[config.mk]
export PLATFORM = sky130hd
export DESIGN_NAME = wb_arbiter
export DESIGN_NICKNAME = d
export VERILOG_FILES = /design/src/rtl/wb_arbiter.sv
export SDC_FILE = /design/constraint.sdc
export NUM_CORES = 1
export LEC_CHECK = 0
export CAP_MARGIN = 20
export CORE_AREA = 2 2 124 126
export CTS_CLUSTER_DIAMETER = 200
export DETAILED_ROUTE_END_ITERATION = 16
export DIE_AREA = 0 0 126 128
export SLEW_MARGIN = 10
export SYNTH_ARGS = -nofsm -noshare
export SYNTH_HDL_FRONTEND = slang
export SYNTH_SLANG_ARGS = --single-unit
[constraint.sdc]
create_clock -name clk_i -period 2.8 [get_ports clk_i]
set_clock_uncertainty 0.05 [all_clocks]
set_input_delay 0.42 -clock clk_i [delete_from_list [all_inputs] [get_ports clk_i]]
set_output_delay 0.42 -clock clk_i [all_outputs]
set_load 0.05 [all_outputs]
[src/rtl/wb_arbiter.sv]
// Two-master to one-slave arbiter for pipelined Wishbone. The grant is held for a whole bus cycle.
// m0 has fixed priority, and a consecutive-grant counter makes sure m1 eventually gets through.
module wb_arbiter #(
    parameter int unsigned MAX_CONSEC = 4
) (
    input  logic        clk_i,
    input  logic        rst_i,

    input  logic [31:0] m0_wb_adr_i,
    input  logic [31:0] m0_wb_dat_i,
    input  logic [3:0]  m0_wb_sel_i,
    input  logic        m0_wb_we_i,
    input  logic        m0_wb_stb_i,
    input  logic        m0_wb_cyc_i,
    output logic [31:0] m0_wb_dat_o,
    output logic        m0_wb_ack_o,
    output logic        m0_wb_stall_o,

    input  logic [31:0] m1_wb_adr_i,
    input  logic [31:0] m1_wb_dat_i,
    input  logic [3:0]  m1_wb_sel_i,
    input  logic        m1_wb_we_i,
    input  logic        m1_wb_stb_i,
    input  logic        m1_wb_cyc_i,
    output logic [31:0] m1_wb_dat_o,
    output logic        m1_wb_ack_o,
    output logic        m1_wb_stall_o,

    output logic [31:0] wb_adr_o,
    output logic [31:0] wb_dat_o,
    output logic [3:0]  wb_sel_o,
    output logic        wb_we_o,
    output logic        wb_stb_o,
    output logic        wb_cyc_o,
    input  logic [31:0] wb_dat_i,
    input  logic        wb_ack_i,
    input  logic        wb_stall_i,

    output logic [1:0]  grant_o
);

    localparam int unsigned CW = (MAX_CONSEC < 1) ? 1 : $clog2(MAX_CONSEC + 1);
    localparam logic [CW-1:0] CONSEC_MAX = CW'(MAX_CONSEC);

    typedef enum logic [1:0] {
        IDLE = 2'd0,
        OWN0 = 2'd1,
        OWN1 = 2'd2
    } state_e;

    typedef struct packed {
        logic [31:0] adr;
        logic [31:0] dat;
        logic [3:0]  sel;
        logic        we;
        logic        stb;
        logic        cyc;
    } wb_req_t;

    state_e        state_q, state_d;
    logic [CW-1:0] consec_q, consec_d;
    logic          decide;
    logic          at_limit;
    wb_req_t       req0, req1, bus;

    assign req0 = '{adr: m0_wb_adr_i, dat: m0_wb_dat_i, sel: m0_wb_sel_i,
                    we: m0_wb_we_i, stb: m0_wb_stb_i, cyc: m0_wb_cyc_i};
    assign req1 = '{adr: m1_wb_adr_i, dat: m1_wb_dat_i, sel: m1_wb_sel_i,
                    we: m1_wb_we_i, stb: m1_wb_stb_i, cyc: m1_wb_cyc_i};

    // Re-arbitrate when idle, or when the current owner has released cyc.
    assign decide   = (state_q == IDLE)
                    | ((state_q == OWN0) & ~m0_wb_cyc_i)
                    | ((state_q == OWN1) & ~m1_wb_cyc_i);
    assign at_limit = (consec_q == CONSEC_MAX);

    always_comb begin
        // NOTE: every variable gets a default first so no path can infer a latch.
        state_d  = state_q;
        consec_d = consec_q;
        if (decide) begin
            if (m1_wb_cyc_i && (!m0_wb_cyc_i || at_limit)) begin
                state_d  = OWN1;
                consec_d = '0;
            end else if (m0_wb_cyc_i) begin
                state_d = OWN0;
                if (!m1_wb_cyc_i) begin
                    consec_d = '0;
                end else if (!at_limit) begin
                    consec_d = consec_q + CW'(1);
                end
            end else begin
                state_d = IDLE;
            end
        end
    end

    // NOTE: sequential state uses non-blocking assignments so every register updates from pre-edge values.
    always_ff @(posedge clk_i or negedge rst_i) begin
        if (!rst_i) begin
            state_q  <= IDLE;
            consec_q <= '0;
        end else begin
            state_q  <= state_d;
            consec_q <= consec_d;
        end
    end

    // In IDLE (and therefore during reset) the slave sees an all-zero request and both masters see stall.
    always_comb begin
        bus           = '0;
        m0_wb_ack_o   = 1'b0;
        m1_wb_ack_o   = 1'b0;
        m0_wb_stall_o = 1'b1;
        m1_wb_stall_o = 1'b1;
        unique case (state_q)
            OWN0: begin
                bus           = req0;
                m0_wb_ack_o   = wb_ack_i;
                m0_wb_stall_o = wb_stall_i;
            end
            OWN1: begin
                bus           = req1;
                m1_wb_ack_o   = wb_ack_i;
                m1_wb_stall_o = wb_stall_i;
            end
            default: ;
        endcase
    end

    assign wb_adr_o    = bus.adr;
    assign wb_dat_o    = bus.dat;
    assign wb_sel_o    = bus.sel;
    assign wb_we_o     = bus.we;
    assign wb_stb_o    = bus.stb;
    assign wb_cyc_o    = bus.cyc;

    assign m0_wb_dat_o = wb_dat_i;
    assign m1_wb_dat_o = wb_dat_i;

    assign grant_o     = {state_q == OWN1, state_q == OWN0};

endmodule

After elaboration in Yosys (flattened, before gate mapping). Index checks and enable logic that the tools add are counted.

Bits in registers: 5. Bits of input ports: 178. Output and inout bits: 141. Word-level logic and storage cells: 30.

Add/sub/neg operators: 1. Equality and inequality tests: 4. Multiplexer cells: 11. Bitwise operators: 6. Reduce and logical (&&, ||, !) cells: 6.

Operator list (number): case mux 71 bit (2 select lines) (1); two-way mux 3 bit (4); two-way mux 1 bit (5); adder 3 x 1 -> 3 bit (second input constant) (1); == test 3 bit (second input constant) (1); inequality test 3 x 2 -> 1 bit (second input constant) (1); AND reduction 3 bit (1); bitwise AND 1 bit (2); == test 2 x 1 -> 1 bit (second input constant) (1); == test 2 bit (second input constant) (1); logical NOT 2 bit (1); two-way mux 2 bit (1); inverter 1 bit (2); OR 1 bit (2); nonzero test 2 bit (1); logical AND 1 bit (1); logical NOT 1 bit (1); logical OR 1 bit (1).

Depth between registers and ports, before layout.
Word-level depth: 5. Depth in mapped cells: 7. Gate-level depth less buffers: 6.

Worst setup path after synthesis. OpenSTA, ideal clock, no wires.

Path kind: register to output. Start point: register state_q[0]. End point: output wb_dat_o[23]. Arrival time: 2.350 ns. Data required time: 2.330 ns. Setup slack: -0.020 ns. Stages on the path, launching flop included: 8. Cells stage by stage: dfrtp_1 > inv_1 > ha_1 > buf_2 > buf_2 > buf_2 > a22oi_1 > nor2b_1.

Cells in the longest elaborated chain, start to end: 2. Elaborated cells on any way between the ends: 3. Those cells by class: eq/ne: 2; mux: 1.

Ends and longest elaborated chain: start: declaration (line 60) `state_e state_q, state_d;`; start signal: assignment (line 104) `state_q <= state_d;`; == test 2 bit; via grant_o[1] (line 39) `output logic [1:0] grant_o`; case mux 71 bit (2 select lines) (line 116) `unique case (state_q)`; end: declaration (line 30) `output logic [31:0] wb_dat_o,`.

The timed path passes the listed nets, and every way through them passes these cells.

Final worst setup path.
Start point: register state_q[0]. End point: output m1_wb_ack_o.

Cells in the longest elaborated chain, start to end: 2.

Ends and longest elaborated chain: == test 2 bit (line 116); two-way mux 1 bit (line 116); end: declaration (line 26) `output logic m1_wb_ack_o,`.

Every way passes these cells.

==> key figures <==
Critical path
  • Req. time, crit path: 2.33 ns
  • R2R Setup Slk: 0.78 ns
  • Crit Reg-Reg Endpoint: consec_q[1]
  • Critical path data arrival time: 2.02 ns
  • Reg-to-Reg Start: state_q[1]
  • Critical path origin: state_q[0]
  • Critical path depth: 4
  • Critical path cell sequence: inv_1 > ha_1 > and2_1 > clkdlybuf4s50_1
  • Setup Crit Path Kind: reg2out
  • R2R depth: 7
  • Slowest-stage cell, CP: clkdlybuf4s50_1
  • Family with the most delay on the worst path: buffers and inverters
  • Max incr delay on CP: 0.80 ns
  • Crit-path max FO: 6
  • CP endpoint: m1_wb_ack_o
  • Worst setup SP type: flip-flop
  • Crit path buffers/inverters: 2
  • Crit. End Element: primary output

Final layout
  • Nets: 601
  • Layout cells sized above 1: 23.08%
  • Post-route cell area: 4673 sq um
  • Layout area overhead: 142.1%
  • Diodes inserted: 0
  • Fillers: 1544

Synth
  • Post-Syn Area: 1931 sq um
  • Dominant cell by count in the synthesized netlist: nor2b_1
  • Sequential area share after synthesis: 6.481%
  • Post-Syn Nets: 455
  • Syn Area/Cell: 7.124 sq um
  • Synth top area share: 27.61%
  • Top cell type by total area after synthesis: a22oi_1
  • Yosys reg bits: 5
  • Synth async-reset ratio: 100.0%
  • Post-synth EDFFs: 0
  • Netlist cell types: 23
  • Top cells by instance count after synthesis: nor2b_1, a22oi_1, buf_4, clkbuf_1
  • Ranking of synthesized cells by area: a22oi_1, buf_4, nor2b_1
  • Post-Syn Instances: 271
  • Top FF cell, synth: dfrtp_1
  • Synth warn: 0

Route
  • DRC Markers: 0
  • Routed Antenna Nets: 0
  • Drt via density: 4.149
  • Detailed Route WL: 9.297 mm
  • Routed length per instance: 15.39 um
  • DR vias: 2506
  • Initial DRC count: 69
  • DR pass1 iterations: 4

GRT
  • All-layer global routing usage: 10.36%
  • Vias in the first global route: 2516
  • Antenna violations before repair: 1
  • Global-route wire length before repair: 13.57 mm
  • Grt ovf: 0
  • Pin count of the biggest net entering global routing: 42

Power and ir drop
  • Max VDD drop: 0.5846 mV
  • LEAKAGE: 1.668 nW
  • PD cells: 1104 nW/um^2

Clock tree
  • Cts repair resizes: 0
  • Worst-case clock buffer depth: 2
  • CTS root buffer: clkbuf_16
  • Hold buffer count at CTS: 0
  • Clock-pin slew on the worst setup and hold paths: 0.03 ns
  • CTS tree: done
  • Clk_lat worst skew: 0.23 ns
  • Post-CTS setup buffer count: 0
  • H-tree levels: 1
  • Num CTS Buffers: 3
  • CTS Sinks: 5

Floorplanning
  • Die Span Y: 128 um
  • DIE WIDTH: 126 um
  • Die area: 16130 sq um
  • Row count: 45
  • # IOs: 319
  • Core area: 14860 sq um
  • Initial Util: 12.99%

Outcome
  • Status: finished clean

Timing
  • Setup TNS: 0 ns
  • Fmax: 402.0 MHz
  • Tcrit/Tclk final: 88.85%
  • Worst slew margin: 66.65%
  • Slew Limit Fails: 0
  • Final Hold Viols: 0
  • # setup viols final: 0
  • RSZ-0062 raised after global routing: false
  • Fin crit period: 2.488 ns
  • Slew @ Worst Pin: 0.4987 ns

Worst hold path
  • Hold Crit Class: in2async

Placement
  • Port buffer count: 222
  • Hpwl dp: 8.014 mm
  • Area after DPL: 4594 sq um
  • RePlAce Congestion: 0.7666

Job
  • Max-Cap Viols: 0
-- flip-flops by register name (all words and copies together) (netlist names) --
register / flops
consec_q: 3
state_q: 2
-- layout make-up --
cell class / instances / area, sq um / area share (%)
timing repair buffer: 228 / 2970 / 63.56
clock buffer: 4 / 78.83 / 1.687
sequential: 5 / 125.1 / 2.677
inverter: 6 / 22.52 / 0.4819
tap: 188 / 235.2 / 5.033
multi-input combinational: 173 / 1241 / 26.56
-- cell usage in the layout, fill, tap and decap left out, types with 3 or more instances in the layout --
cell,n
nand2b_1,3
nor2b_1,63
a22oi_1,71
ha_2,3
clkdlybuf4s50_1,148
dfrtp_1,5
nand2_1,3
buf_12,71
inv_1,6
nor2b_2,10
buf_4,9
clkbuf_16,3
ha_1,3
mux2i_1,3
-- worst min path at each step --
stage	start	cells after the start	slack [ns]	endpoint
2_1_floorplan	rst_i	0	0.07	consec_q[0]
3_5_place_dp	consec_q[1]	2	0.52	consec_q[1]
3_3_place_gp	consec_q[1]	2	0.49	consec_q[1]
6_report	rst_i	1	0.37	consec_q[0]
4_1_cts	rst_i	1	0.37	consec_q[0]
5_1_grt	rst_i	1	0.38	state_q[1]
-- report_power, final --
part	internal, W	switching, W	leakage (nW)	total (W)
Clock	0.000189	0.0000479	0.0382	0.000237
Combinational	0.00221	0.00260	1.56	0.00481
Sequential	0.0000977	0.0000198	0.0661	0.000117
-- logic make-up (layout without fill, tap and decap cells) --
kind of cell | count (synthesis) | count (layout) | share of synthesized area [%]
buf+inv | 93 | 238 | 30.91
fa+ha+maj | 6 | 6 | 3.888
mux | 3 | 3 | 1.555
compound gates | 77 | 77 | 29.42
flops | 5 | 5 | 6.481
simple gates | 87 | 87 | 27.74
-- routing by layer --
metal  track usage [%]  routed length [um]
met5                 0                   8
met4             1.551                  44
met3             4.090                1146
met2             20.02                4929
met1             10.72                3168
-- metrics by stage --
step	hold WS, ns	utilization, %	setup WS [ns]	cells	total power [W]
2_1_floorplan	0.07441	-	0.01272	271	0.003003
3_3_place_gp	0.4875	30.91	0.5182	600	0.004924
3_5_place_dp	0.5247	30.91	0.5081	600	0.004978
4_1_cts	0.3712	31.44	0.2948	604	0.005225
5_1_grt	0.3836	31.44	0.2012	604	0.005423
6_report	0.3682	31.44	0.3122	604	0.005160
Power figures use the tool's default switching activity.
